===== src/rtl/alu_pkg.sv =====
// Shared ALU issue-stage definitions: ALU opcodes, instruction encodings and decode control bundle.
package alu_pkg;

    localparam int DW_DEF = 16;
    localparam int RW_DEF = 3;

    localparam logic [2:0] ALU_AND = 3'b000;
    localparam logic [2:0] ALU_OR  = 3'b001;
    localparam logic [2:0] ALU_ADD = 3'b010;
    localparam logic [2:0] ALU_SUB = 3'b110;
    localparam logic [2:0] ALU_SLT = 3'b111;

    typedef enum logic [3:0] {
        OP_RTYPE = 4'b0000,
        OP_ADDI  = 4'b0100,
        OP_ANDI  = 4'b0101,
        OP_ORI   = 4'b0110,
        OP_SLTI  = 4'b0111,
        OP_LW    = 4'b1000,
        OP_SW    = 4'b1001,
        OP_BEQ   = 4'b1010
    } op_e;

    typedef enum logic [2:0] {
        F_ADD = 3'b000,
        F_SUB = 3'b010,
        F_AND = 3'b100,
        F_OR  = 3'b101,
        F_SLT = 3'b110
    } funct_e;

    typedef struct packed {
        logic [2:0] opcod;
        logic       use_imm;
        logic       rt_used;
        logic       wr;
        logic       load;
        logic       store;
        logic       illegal;
    } ctrl_t;

endpackage


===== src/rtl/alu_issue_stage_if.sv =====
// Decode-side, forwarding and ALU-side signals of the issue stage.
interface alu_issue_if #(
    parameter int DW = 16,
    parameter int RW = 3
);
    logic          in_valid;
    logic          in_ready;
    logic [3:0]    op;
    logic [2:0]    funct;
    logic [RW-1:0] rs_idx;
    logic [RW-1:0] rt_idx;
    logic [RW-1:0] rd_idx;
    logic [DW-1:0] rs_val;
    logic [DW-1:0] rt_val;
    logic [DW-1:0] imm;
    logic          exmem_wr;
    logic [RW-1:0] exmem_rd;
    logic [DW-1:0] exmem_val;
    logic          memwb_wr;
    logic [RW-1:0] memwb_rd;
    logic [DW-1:0] memwb_val;
    logic          out_valid;
    logic          out_ready;
    logic [DW-1:0] X;
    logic [DW-1:0] Y;
    logic [2:0]    opcod;
    logic          Cin;
    logic [RW-1:0] out_rd;
    logic          out_wr;
    logic          out_load;
    logic          out_store;
    logic          illegal_op;

    modport slave (
        input  in_valid, op, funct, rs_idx, rt_idx, rd_idx, rs_val, rt_val, imm,
        input  exmem_wr, exmem_rd, exmem_val, memwb_wr, memwb_rd, memwb_val, out_ready,
        output in_ready, out_valid, X, Y, opcod, Cin, out_rd, out_wr, out_load, out_store, illegal_op
    );

    modport master (
        output in_valid, op, funct, rs_idx, rt_idx, rd_idx, rs_val, rt_val, imm,
        output exmem_wr, exmem_rd, exmem_val, memwb_wr, memwb_rd, memwb_val, out_ready,
        input  in_ready, out_valid, X, Y, opcod, Cin, out_rd, out_wr, out_load, out_store, illegal_op
    );

endinterface


===== src/rtl/alu_ctrl_decode.sv =====
// Combinational translation of major opcode / R-type funct into ALU control.
module alu_ctrl_decode
    import alu_pkg::*;
(
    input  logic [3:0] op_i,
    input  logic [2:0] funct_i,
    output ctrl_t      ctrl_o
);

    always_comb begin
        ctrl_o = '{opcod: ALU_ADD, use_imm: 1'b0, rt_used: 1'b0, wr: 1'b0,
                   load: 1'b0, store: 1'b0, illegal: 1'b0};
        case (op_i)
            OP_RTYPE: begin
                ctrl_o.rt_used = 1'b1;
                ctrl_o.wr      = 1'b1;
                case (funct_i)
                    F_ADD:   ctrl_o.opcod = ALU_ADD;
                    F_SUB:   ctrl_o.opcod = ALU_SUB;
                    F_AND:   ctrl_o.opcod = ALU_AND;
                    F_OR:    ctrl_o.opcod = ALU_OR;
                    F_SLT:   ctrl_o.opcod = ALU_SLT;
                    default: ctrl_o.illegal = 1'b1;
                endcase
            end
            OP_ADDI: begin ctrl_o.opcod = ALU_ADD; ctrl_o.use_imm = 1'b1; ctrl_o.wr = 1'b1; end
            OP_ANDI: begin ctrl_o.opcod = ALU_AND; ctrl_o.use_imm = 1'b1; ctrl_o.wr = 1'b1; end
            OP_ORI:  begin ctrl_o.opcod = ALU_OR;  ctrl_o.use_imm = 1'b1; ctrl_o.wr = 1'b1; end
            OP_SLTI: begin ctrl_o.opcod = ALU_SLT; ctrl_o.use_imm = 1'b1; ctrl_o.wr = 1'b1; end
            OP_LW: begin
                ctrl_o.opcod   = ALU_ADD;
                ctrl_o.use_imm = 1'b1;
                ctrl_o.wr      = 1'b1;
                ctrl_o.load    = 1'b1;
            end
            // Store address is rs+imm; rt carries the store data, so it is still a source.
            OP_SW: begin
                ctrl_o.opcod   = ALU_ADD;
                ctrl_o.use_imm = 1'b1;
                ctrl_o.rt_used = 1'b1;
                ctrl_o.store   = 1'b1;
            end
            OP_BEQ: begin
                ctrl_o.opcod   = ALU_SUB;
                ctrl_o.rt_used = 1'b1;
            end
            default: ctrl_o.illegal = 1'b1;
        endcase
    end

endmodule


===== src/rtl/alu_issue_stage.sv =====
// ID/EX issue stage: operand forwarding, load-use interlock and the registered ALU operation.
module alu_issue_stage
    import alu_pkg::*;
#(
    parameter int DW = DW_DEF,
    parameter int RW = RW_DEF
) (
    input  logic        clk,
    input  logic        rst,
    alu_issue_if.slave  bus
);

    ctrl_t         ctrl;
    logic          advance;
    logic          hazard;
    logic          in_ready;
    logic          accept;
    logic [DW-1:0] rs_fwd;
    logic [DW-1:0] rt_fwd;

    logic          vld_q,   vld_d;
    logic [DW-1:0] x_q,     x_d;
    logic [DW-1:0] y_q,     y_d;
    logic [2:0]    opcod_q, opcod_d;
    logic [RW-1:0] rd_q,    rd_d;
    logic          wr_q,    wr_d;
    logic          load_q,  load_d;
    logic          store_q, store_d;
    logic          ill_q,   ill_d;

    alu_ctrl_decode u_dec (
        .op_i    (bus.op),
        .funct_i (bus.funct),
        .ctrl_o  (ctrl)
    );

    // EX/MEM is the younger producer, so it takes priority over MEM/WB.
    function automatic logic [DW-1:0] fwd(
        input logic [RW-1:0] s,
        input logic [DW-1:0] regv,
        input logic          exwr,
        input logic [RW-1:0] exrd,
        input logic [DW-1:0] exval,
        input logic          mwwr,
        input logic [RW-1:0] mwrd,
        input logic [DW-1:0] mwval
    );
        if (s == '0)                 return '0;
        else if (exwr && exrd == s)  return exval;
        else if (mwwr && mwrd == s)  return mwval;
        else                         return regv;
    endfunction

    always_comb begin
        rs_fwd = fwd(bus.rs_idx, bus.rs_val, bus.exmem_wr, bus.exmem_rd, bus.exmem_val,
                     bus.memwb_wr, bus.memwb_rd, bus.memwb_val);
        rt_fwd = fwd(bus.rt_idx, bus.rt_val, bus.exmem_wr, bus.exmem_rd, bus.exmem_val,
                     bus.memwb_wr, bus.memwb_rd, bus.memwb_val);
    end

    always_comb begin
        advance  = !vld_q || bus.out_ready;
        hazard   = vld_q && load_q && (rd_q != '0) &&
                   ((rd_q == bus.rs_idx) || (ctrl.rt_used && (rd_q == bus.rt_idx)));
        in_ready = advance && !hazard && !rst;
        accept   = bus.in_valid && in_ready;

        vld_d   = vld_q;
        x_d     = x_q;
        y_d     = y_q;
        opcod_d = opcod_q;
        rd_d    = rd_q;
        wr_d    = wr_q;
        load_d  = load_q;
        store_d = store_q;
        ill_d   = accept && ctrl.illegal;

        if (accept && !ctrl.illegal) begin
            vld_d   = 1'b1;
            x_d     = rs_fwd;
            y_d     = ctrl.use_imm ? bus.imm : rt_fwd;
            opcod_d = ctrl.opcod;
            rd_d    = bus.rd_idx;
            wr_d    = ctrl.wr && (bus.rd_idx != '0);
            load_d  = ctrl.load;
            store_d = ctrl.store;
        end else if (advance) begin
            // Covers idle, load-use bubble and dropped illegal instructions.
            vld_d = 1'b0;
        end
    end

    always_ff @(posedge clk) begin
        if (rst) begin
            vld_q   <= 1'b0;
            x_q     <= '0;
            y_q     <= '0;
            opcod_q <= ALU_ADD;
            rd_q    <= '0;
            wr_q    <= 1'b0;
            load_q  <= 1'b0;
            store_q <= 1'b0;
            ill_q   <= 1'b0;
        end else begin
            vld_q   <= vld_d;
            x_q     <= x_d;
            y_q     <= y_d;
            opcod_q <= opcod_d;
            rd_q    <= rd_d;
            wr_q    <= wr_d;
            load_q  <= load_d;
            store_q <= store_d;
            ill_q   <= ill_d;
        end
    end

    assign bus.in_ready   = in_ready;
    assign bus.out_valid  = vld_q;
    assign bus.X          = x_q;
    assign bus.Y          = y_q;
    assign bus.opcod      = opcod_q;
    assign bus.Cin        = opcod_q[2];
    assign bus.out_rd     = rd_q;
    assign bus.out_wr     = wr_q;
    assign bus.out_load   = load_q;
    assign bus.out_store  = store_q;
    assign bus.illegal_op = ill_q;

endmodule


===== src/flat_wrapper.sv =====
// flat-port wrapper written by rule: the top's interface ports become plain ports
module alu_issue_stage_flat import alu_pkg::*;
#(
    parameter int DW = DW_DEF,
    parameter int RW = RW_DEF
)
  (clk, rst, bus_in_valid, bus_op, bus_funct, bus_rs_idx, bus_rt_idx, bus_rd_idx, bus_rs_val, bus_rt_val, bus_imm, bus_exmem_wr, bus_exmem_rd, bus_exmem_val, bus_memwb_wr, bus_memwb_rd, bus_memwb_val, bus_out_ready, bus_in_ready, bus_out_valid, bus_X, bus_Y, bus_opcod, bus_Cin, bus_out_rd, bus_out_wr, bus_out_load, bus_out_store, bus_illegal_op);
  alu_issue_if #(.DW(DW), .RW(RW)) bus_i ();
  input  logic clk;
  input  logic rst;
  input wire logic [$bits(bus_i.in_valid)-1:0] bus_in_valid;
  input wire logic [$bits(bus_i.op)-1:0] bus_op;
  input wire logic [$bits(bus_i.funct)-1:0] bus_funct;
  input wire logic [$bits(bus_i.rs_idx)-1:0] bus_rs_idx;
  input wire logic [$bits(bus_i.rt_idx)-1:0] bus_rt_idx;
  input wire logic [$bits(bus_i.rd_idx)-1:0] bus_rd_idx;
  input wire logic [$bits(bus_i.rs_val)-1:0] bus_rs_val;
  input wire logic [$bits(bus_i.rt_val)-1:0] bus_rt_val;
  input wire logic [$bits(bus_i.imm)-1:0] bus_imm;
  input wire logic [$bits(bus_i.exmem_wr)-1:0] bus_exmem_wr;
  input wire logic [$bits(bus_i.exmem_rd)-1:0] bus_exmem_rd;
  input wire logic [$bits(bus_i.exmem_val)-1:0] bus_exmem_val;
  input wire logic [$bits(bus_i.memwb_wr)-1:0] bus_memwb_wr;
  input wire logic [$bits(bus_i.memwb_rd)-1:0] bus_memwb_rd;
  input wire logic [$bits(bus_i.memwb_val)-1:0] bus_memwb_val;
  input wire logic [$bits(bus_i.out_ready)-1:0] bus_out_ready;
  output wire logic [$bits(bus_i.in_ready)-1:0] bus_in_ready;
  output wire logic [$bits(bus_i.out_valid)-1:0] bus_out_valid;
  output wire logic [$bits(bus_i.X)-1:0] bus_X;
  output wire logic [$bits(bus_i.Y)-1:0] bus_Y;
  output wire logic [$bits(bus_i.opcod)-1:0] bus_opcod;
  output wire logic [$bits(bus_i.Cin)-1:0] bus_Cin;
  output wire logic [$bits(bus_i.out_rd)-1:0] bus_out_rd;
  output wire logic [$bits(bus_i.out_wr)-1:0] bus_out_wr;
  output wire logic [$bits(bus_i.out_load)-1:0] bus_out_load;
  output wire logic [$bits(bus_i.out_store)-1:0] bus_out_store;
  output wire logic [$bits(bus_i.illegal_op)-1:0] bus_illegal_op;
  assign bus_i.in_valid = bus_in_valid;
  assign bus_i.op = bus_op;
  assign bus_i.funct = bus_funct;
  assign bus_i.rs_idx = bus_rs_idx;
  assign bus_i.rt_idx = bus_rt_idx;
  assign bus_i.rd_idx = bus_rd_idx;
  assign bus_i.rs_val = bus_rs_val;
  assign bus_i.rt_val = bus_rt_val;
  assign bus_i.imm = bus_imm;
  assign bus_i.exmem_wr = bus_exmem_wr;
  assign bus_i.exmem_rd = bus_exmem_rd;
  assign bus_i.exmem_val = bus_exmem_val;
  assign bus_i.memwb_wr = bus_memwb_wr;
  assign bus_i.memwb_rd = bus_memwb_rd;
  assign bus_i.memwb_val = bus_memwb_val;
  assign bus_i.out_ready = bus_out_ready;
  assign bus_in_ready = bus_i.in_ready;
  assign bus_out_valid = bus_i.out_valid;
  assign bus_X = bus_i.X;
  assign bus_Y = bus_i.Y;
  assign bus_opcod = bus_i.opcod;
  assign bus_Cin = bus_i.Cin;
  assign bus_out_rd = bus_i.out_rd;
  assign bus_out_wr = bus_i.out_wr;
  assign bus_out_load = bus_i.out_load;
  assign bus_out_store = bus_i.out_store;
  assign bus_illegal_op = bus_i.illegal_op;
  alu_issue_stage #(.DW(DW), .RW(RW)) u_core (.clk(clk), .rst(rst), .bus(bus_i));
endmodule

===== config.mk =====
export PLATFORM = sky130hd
export DESIGN_NAME = alu_issue_stage_flat
export DESIGN_NICKNAME = d
export VERILOG_FILES = /design/src/rtl/alu_pkg.sv /design/src/rtl/alu_issue_stage_if.sv /design/src/rtl/alu_ctrl_decode.sv /design/src/rtl/alu_issue_stage.sv /design/src/flat_wrapper.sv
export SDC_FILE = /design/constraint.sdc
export NUM_CORES = 1
export LEC_CHECK = 0
export BUFFER_PORTS_ARGS = -buffer_cell sky130_fd_sc_hd__buf_2
export CORE_ASPECT_RATIO = 0.7
export CORE_MARGIN = 2
export CORE_UTILIZATION = 35
export CTS_CLUSTER_SIZE = 28
export DETAILED_ROUTE_END_ITERATION = 10
export GPL_ROUTABILITY_DRIVEN = 0
export HOLD_SLACK_MARGIN = 0.06
export SYNTH_ARGS = -nofsm -noshare
export SYNTH_HDL_FRONTEND = slang
export SYNTH_HIERARCHICAL = 1
export SYNTH_SLANG_ARGS = --single-unit
export TNS_END_PERCENT = 50

===== constraint.sdc =====
create_clock -name clk -period 4.75 [get_ports clk]
set_input_delay 0 -clock clk [delete_from_list [all_inputs] [get_ports clk]]
set_output_delay 0 -clock clk [all_outputs]
set_load 0.05 [all_outputs]

==> results of run 1 <==
==> cell families after synthesis <==
logic type	share of synthesized area, %
buffers and inverters	5.312
AOI/OAI and AO/OA	26.27
and+or+nand+nor	15.64
muxes	17.89
DFF	29.24
xor gates and xnor gates	5.652
==> per-layer routing <==
layer  part of all wire [%]  track usage, %
met1                     47           29.09
met2                     45           36.05
met3                    6.5           4.403
met4                   0.94           3.659
met5                      0               0
==> per-stage QoR <==
| stage | util, % | total power, mW |
|---|---|---|
| after floorplan | - | 0.6246 |
| after global placement | 46.24 | 0.7292 |
| after detailed placement | 46.24 | 0.7339 |
| after CTS | 50.70 | 1.105 |
| after global routing | 50.70 | 1.155 |
| final | 50.70 | 1.097 |
==> flip-flops by register name, indices dropped and copies added (netlist names) <==
register and flops:
u_core/bus.out_wr 1, u_core/bus.X 16, u_core/bus.out_valid 1, u_core/bus.opcod 3, u_core/bus.Y 16, u_core/bus.out_store 1, u_core/bus.illegal_op 1, u_core/bus.out_rd 3
u_core/bus.out_load 1
==> cells in the mapped netlist, types with 9 or more instances <==
| master | instances | area share [%] |
|---|---|---|
| clkbuf_1 | 16 | 2.0 |
| nand2_1 | 24 | 3.1 |
| xnor2_1 | 15 | 4.5 |
| dfxtp_1 | 43 | 29 |
| o31ai_1 | 19 | 4.8 |
| nor2b_1 | 17 | 3.6 |
| mux2_2 | 9 | 3.4 |
| a21o_1 | 16 | 4.1 |
| a21oi_1 | 29 | 4.9 |
| a31oi_1 | 16 | 3.4 |
| o21ai_0 | 39 | 6.6 |
| mux2i_1 | 32 | 11 |
==> final timing paths <==
path | to | cells past startpoint
worst max register to register | u_core/bus.Y[14] | 5
worst max-delay path | u_core/bus.Y[14] | 9
worst min register to register | u_core/bus.out_wr | 1
worst min-delay path | u_core/bus.out_valid | 3
==> layout by cell type, fill, tap and decap left out, drive strengths merged, types with 2 or more instances in the layout <==
cell | Yosys | final
nor3 | 6 | 6
xnor2 | 15 | 15
mux2 | 16 | 16
or3 | 2 | 2
dfxtp | 43 | 43
a21o | 16 | 16
nand2 | 25 | 25
nand3 | 7 | 7
nor2b | 17 | 17
inv | 2 | 2
dlygate4sd3 | 0 | 20
a31oi | 16 | 16
and3 | 2 | 2
a21oi | 29 | 29
buf | 11 | 154
mux2i | 32 | 32
clkbuf | 16 | 8
nor2 | 8 | 8
nand4 | 5 | 5
nand2b | 3 | 3
xor2 | 4 | 4
o21ai | 40 | 40
o31ai | 19 | 19
==> worst reg2reg max path: cells and delay by family (launching register included) <==
| kind | cells | cell delay (ns) |
|---|---|---|
| and+or+nand+nor | 3 | 1.57 |
| AOI/OAI and AO/OA | 2 | 0.33 |
| DFF | 1 | 0.32 |
==> cell type report <==
cell class                 instances  area (um2)  share of cell area [%]
sequential                        43       860.8                   21.21
tap                              101       126.4                   3.113
multi-input combinational        273        1927                   47.47
clock buffer                       8       156.4                   3.853
timing repair buffer             174       975.9                   24.04
inverter                           3       12.51                  0.3083
==> report_power, final <==
part           switching, mW  internal [mW]
Clock                  0.133          0.224
Sequential            0.0132          0.384
Combinational          0.215          0.129
Total                  0.361          0.736
==> flow_metrics.tcl, run 1 <==
set metrics [dict create \
    run_status "finished, final reports clean" \
    rsz0062_at_grt "false" \
    r2r-start "u_core/bus.out_valid" \
    num_rows 27 \
    fin_hold_ws_ns 0.09312 \
    clkTransAtPathRegs_ns 0.06 \
    cp.arrival_ns 2.62 \
    reg2reg_slack_ns 2.46 \
    clock_sinks 43 \
    hpwl_um 7644 \
    synthDistinctLibCells 42 \
    cts_max_level 2 \
    cts_tree "done" \
    required_ns 4.95 \
    syn_to_final_growth_pct 37.87 \
    fmax_ghz 0.4126 \
    cp-start-kind "input port" \
    post_cts.repair.setup_buffers 0 \
    ioPinCount 153 \
    crit_chain "buf_2 > nor2b_1 > a311oi_1 > o31ai_1 > inv_1 > nand4_1 > nor2_1 > o31ai_1 > a31oi_1" \
    finalSetupViolations 0 \
    ys_ff_latch 43 \
    fin_area_mm2 0.004059 \
    postCtsHoldBufs 20 \
    drv_cap 0 \
    worst-setup-path-type "input port to flop" \
    drc 0 \
    irDropWorstVdd_uv 160.2 \
    drv_slew 0 \
    post-place-cells 574 \
    initial_core_util_pct 36.77 \
    die_width_um 113.6 \
    root_buffer "clkbuf_16" \
    async_flop_share_pct 0 \
    first_pass_iters 4 \
    first_iter_violations 206 \
    hold_viol 0 \
    grt_antenna_before_repair 0 \
    pre_cts_slack_ns 2.159 \
    grt_overflow 0 \
    avgSynthCellArea_um2 8.509 \
    startpoint "bus_op[1]" \
    n_antenna_cell 0 \
    hp-start "bus_out_ready" \
    setup_slack_ns 2.327 \
    p_leak_nw 2.104 \
    vias 3182 \
    fill_cells 795 \
    grt_pass1_vias 3039 \
    fp.dieArea_mm2 0.009173 \
    setup-tns-final_ns 0 \
    drt-vias-per-instance 5.286 \
    fin_skew_ns 0.002491 \
    synth_fp_nets 454 \
    hp-class "input port to flop" \
    cp_slowest_cell "nor2_1" \
    routedWlPerCell_um 16.95 \
    numCtsBuffers 5 \
    worst-path-buf-inv 2 \
    grt_pass1_wl_um 15590 \
    fin_crit_sh_pct 51.02 \
    power.density_mw_per_mm2 270.4 \
    synth-edff-count 0 \
    synth_ff_type "dfxtp_1" \
    synth_seq_area_share_pct 29.24 \
    instances_no_fill 602 \
    grt_start_max_net_pins 33 \
    syn_inst 346 \
    wirelength_um 10210 \
    cp-end-kind "flop" \
    clk-insertion-delay-late_ns 0.28 \
    cts_resized 0 \
    place_area_mm2 0.003702 \
    antenna_left 0 \
    synth_area_mm2 0.002944 \
    cp_slowest_stage_delay_ns 1.01 \
    die_y_um 80.74 \
    critical_path.max_fanout 16 \
    coreArea_mm2 0.008006 \
    yosys_warnings 6 \
    timing.slew.headroom_pct 21.91 \
    cts_buffer_depth 2 \
    drive_gt1_share_pct 37.52 \
    crit_family "simple AND/OR/NAND/NOR gates" \
    finalCriticalPeriod_ns 2.423 \
    portBuffers 152 \
    crit_path_frequent_cell "o31ai_1" \
    nets 608 \
    track_usage_pct 21.43 \
    worst_pin_slew_ns 1.167 \
]
(Power assumes the default switching activity.)
==> run 2, diff against run 1 <==
PLACE_DENSITY = 0.67   (was default)
clock period = 2 ns   (was 4.75 ns; I/O delays follow)
==> flow_metrics.tcl, run 2 (same netlist as run 1, synthesis figures left out) <==
set metrics [dict create \
    hpwl_um 7984 \
    layout_common_cells "152 x buf_2, 40 x dfxtp_1, 39 x o21ai_0, 32 x mux2i_1, 29 x a21oi_1" \
    cts_tree "done" \
    portBuffers 152 \
    numCtsBuffers 5 \
    post_cts.repair.setup_buffers 0 \
    run_status "finished, final reports clean" \
    first_pass_iters 5 \
    die_width_um 113.6 \
    fin_hold_ws_ns 0.07179 \
    hp-class "input port to flop" \
    cp-end-kind "flop" \
    fin_skew_ns 0.003522 \
    worst-setup-path-type "flop to flop" \
    worst_pin_slew_ns 0.7265 \
    routedWlPerCell_um 17.09 \
    syn_to_final_growth_pct 44.11 \
    hold_depth 3 \
    cp.arrival_ns 2.09 \
    finalSetupViolations 0 \
    grt_pass1_vias 3224 \
    vias 3381 \
    cts_buffer_depth 2 \
    finalCriticalPeriod_ns 1.919 \
    power.density_mw_per_mm2 645.9 \
    initial_core_util_pct 36.77 \
    n_antenna_cell 0 \
    required_ns 2.17 \
    clkTransAtPathRegs_ns 0.06 \
    timing.slew.headroom_pct 51.51 \
    first_iter_violations 217 \
    final_common_cell "buf_2" \
    irDropWorstVdd_uv 403.3 \
    drt-vias-per-instance 5.436 \
    hold_viol 0 \
    root_buffer "clkbuf_16" \
    antenna_left 0 \
    track_usage_pct 22.65 \
    grt_overflow 0 \
    drv_slew 0 \
    p_leak_nw 2.206 \
    drive_gt1_share_pct 41.27 \
    finalPower_mw 2.740 \
    rsz0062_at_grt "false" \
    ff2ff_path_depth 5 \
    cp-start-kind "flop" \
    cts_max_level 2 \
    fin_crit_sh_pct 95.95 \
    drv_cap 0 \
    num_rows 27 \
    coreArea_mm2 0.008006 \
    grt_antenna_before_repair 1 \
    fill_cells 785 \
    fmax_ghz 0.5211 \
    ioPinCount 153 \
    clk-insertion-delay-late_ns 0.28 \
    grt_start_max_net_pins 33 \
    grt_pass1_wl_um 16390 \
    drc 0 \
    die_y_um 80.74 \
    fp.dieArea_mm2 0.009173 \
    clock_sinks 43 \
    critical_path.max_fanout 19 \
    wirelength_um 10630 \
    nets 628 \
]
-- run 2: cell count changes in the layout (fill, tap and decap cells not counted), sizes merged --
cell    previous run  this run
clkbuf             8         5
buf              154       174
clkinv             1         3
bufinv             0         1
-- run 2: critical path, stage by stage (launching register included) --
cell     delay (ns)
dfxtp_2        0.35
xor2_1         0.17
nor3_2         0.43
o21ai_4        0.18
nand2_4        0.30
mux2_2         0.37
-- run 2: report_power, final --
group	total, mW	internal, mW	leakage, nW	switching (mW)
logic	0.854	0.332	1.77	0.523
registers	0.944	0.911	0.353	0.0324
clock network	0.942	0.589	0.0838	0.353
-- run 2: per-stage QoR --
| stage | instances | instance area, um2 | setup WS [ns] | util [%] | TNS, ns |
|---|---|---|---|---|---|
| global placement | 594 | 3859 | -0.08990 | 48.20 | -2.280 |
| CTS | 622 | 4233 | 0.02685 | 52.87 | 0 |
| global route | 622 | 4243 | 0.005849 | 52.99 | 0 |
| finish | 622 | 4243 | 0.08102 | 52.99 | 0 |
| floorplan | 346 | 2950 | 0.09655 | - | 0 |
| detailed placement | 594 | 3859 | -0.1563 | 48.20 | -3.712 |
-- run 2: worst paths after layout --
kind                        startpoint                   end  slack (ns)
setup reg to reg  u_core/bus.out_rd[2]      u_core/bus.X[12]        0.08
hold / removal           bus_out_ready  u_core/bus.out_valid        0.07
setup / recovery  u_core/bus.out_rd[2]      u_core/bus.X[12]        0.08
hold reg to reg      u_core/bus.out_wr     u_core/bus.out_wr        0.48
-- run 2: what timing repair did --
item | in CTS | in global routing
hold endpoints to repair | 20 | 0
resized for setup | 1 | 3
setup endpoints to repair | 1 | 17
hold buffers | 20 | 0
pin swaps | 0 | 0
-- run 2: layout make-up --
type                    count  area (um2)  area share (%)
multi-input cells         273        1944           45.83
repair buffers            194        1126           26.54
flip-flops and latches     43       864.6           20.38
well taps                 101       126.4           2.978
clock buffers               5       125.1           2.949
clock inverters             3       43.79           1.032
inverters                   3       12.51          0.2949
-- run 2: layer usage --
| layer | routed length (um) | GRT usage, % | vias up |
|---|---|---|---|
| met5 | 0 | 0 | - |
| met4 | 131 | 5.976 | 0 |
| met3 | 826 | 4.851 | 12 |
| met2 | 4890 | 37.43 | 171 |
| met1 | 4779 | 30.34 | 1572 |
| li1 | - | - | 1626 |
==> run 3, diff against run 2 <==
CORE_UTILIZATION = 41   (was 35)
PLACE_DENSITY = 0.77   (was 0.67)
==> flow_metrics.tcl, run 3 (same netlist as run 1, synthesis figures left out) <==
set metrics [dict create \
    top_usage_layer "met2" \
    grt_antenna_before_repair 0 \
    place_area_mm2 0.003790 \
    required_ns 2.18 \
    final_common_cell "buf_2" \
    clk-insertion-delay-late_ns 0.29 \
    fp.dieArea_mm2 0.007885 \
    die_y_um 74.90 \
    p_sw_mw 0.8414 \
    numCtsBuffers 5 \
    fin_crit_sh_pct 91.28 \
    wirelength_um 9840 \
    cts_max_level 2 \
    p_leak_nw 2.156 \
    worst_pin_slew_ns 1.003 \
    seq_area_um2 864.6 \
    syn_to_final_growth_pct 41.01 \
    pre_cts_slack_ns -0.1367 \
    pwr-share-seq_pct 36.6 \
    run_status "finished, final reports clean" \
    finalSetupViolations 0 \
    nets 621 \
    drc 0 \
    setup_slack_ns 0.1744 \
    fin_skew_ns 0.005926 \
    first_pass_iters 4 \
    worst-setup-path-type "flop to flop" \
    hpwl_um 7370 \
    fin_area_mm2 0.004151 \
    portBuffers 152 \
    rsz0062_at_grt "false" \
    gr-usage-met1_pct 32.56 \
    post_cts.repair.setup_buffers 0 \
    grt_pass1_vias 3004 \
    drt-vias-per-instance 5.334 \
    n_antenna_cell 0 \
    die_width_um 105.3 \
    grt_overflow 0 \
    fill_cells 627 \
    cp-start-kind "flop" \
    cp.arrival_ns 2.01 \
    p_int_mw 1.735 \
    ff2ff_path_depth 5 \
    layout_common_cells "152 x buf_2, 40 x dfxtp_1, 39 x o21ai_0, 32 x mux2i_1, 29 x a21oi_1" \
    hp-class "input port to flop" \
    grt_util_met3_pct 5.108 \
    clock_power_share_pct 30.9 \
    first_iter_violations 208 \
    fmax_ghz 0.5478 \
    antenna_left 0 \
    clkTransAtPathRegs_ns 0.08 \
    combPwrFrac_pct 32.5 \
    cp-end-kind "flop" \
    ioPinCount 153 \
    irDropWorstVdd_uv 281.5 \
    timing.slew.headroom_pct 32.86 \
    grt_use_met2_pct 38.78 \
    fin_hold_ws_ns 0.1138 \
    routedWlPerCell_um 16.18 \
    track_usage_pct 23.88 \
    finalCriticalPeriod_ns 1.826 \
    drive_gt1_share_pct 39.88 \
    multi_input_area_mm2 0.001948 \
    hold_viol 0 \
    cts_buffer_depth 2 \
    finalPower_mw 2.576 \
    root_buffer "clkbuf_8" \
    grt_start_max_net_pins 33 \
    critical_path.max_fanout 19 \
    hold_depth 5 \
    power.density_mw_per_mm2 620.5 \
    grt_pass1_wl_um 14850 \
    vias 3243 \
    clock_sinks 43 \
    drv_cap 0 \
    coreArea_mm2 0.006850 \
    num_rows 25 \
    swShare_pct 32.66 \
    cts_tree "done" \
    initial_core_util_pct 42.98 \
    drv_slew 0 \
]
==> run 3: cell types whose count changed in the layout (fill, tap and decap cells not counted), sizes merged <==
cell         delta
dlygate4sd3     +1
clkbuf          +1
bufinv          +1
clkinv          -2
buf             -8
==> run 3: worst paths after layout <==
| check | startpoint | to | slack [ns] |
|---|---|---|---|
| worst min-delay path | bus_funct[2] | u_core/bus.opcod[0] | 0.11 |
| worst max-delay path | u_core/bus.out_rd[2] | u_core/bus.X[15] | 0.17 |
| worst max register to register | u_core/bus.out_rd[2] | u_core/bus.X[15] | 0.17 |
| worst min register to register | u_core/bus.opcod[0] | u_core/bus.opcod[0] | 0.49 |
==> run 3: routing by layer <==
metal	up-vias	part of all wire (%)
li1	1611	-
met1	1473	44
met2	150	46
met3	9	8.5
met4	0	0.75
met5	-	0
==> run 3: repair_timing <==
item | in CTS | in global routing
resized for setup | 0 | 4
endpoints found under the setup margin | 0 | 17
hold endpoints to repair | 21 | 0
hold buffers | 21 | 0
==> run 3: critical path, cell delays in order, from the launching register on <==
cell and delay (ns):
dfxtp_2 0.36, xor2_1 0.19, nor3_4 0.33, o21ai_4 0.16, nand2_4 0.29, mux2_2 0.38
==> run 3: final cells by class <==
cell class / instances / area share, %
tap: 94 / 2.833
multi-input combinational: 273 / 46.93
timing repair buffer: 187 / 25.92
sequential: 43 / 20.83
inverter: 3 / 0.3014
clock inverter: 2 / 1.447
clock buffer: 6 / 1.748
==> run 3: power by group through the flow <==
stage	sequential, mW	clock [mW]	combinational, mW
2_1_floorplan	1.14	0	0.340
3_3_place_gp	0.962	0	0.781
5_1_grt	0.949	0.850	0.898
3_5_place_dp	0.960	0	0.795
6_report	0.942	0.796	0.838
4_1_cts	0.942	0.820	0.827
==> run 3: per-stage QoR <==
step	instances	util [%]	TNS [ns]
floorplan	346	-	0
global placement	579	55.32	-0.6625
detailed placement	579	55.32	-2.000
CTS	608	60.33	0
global route	608	60.60	0
finish	608	60.60	0
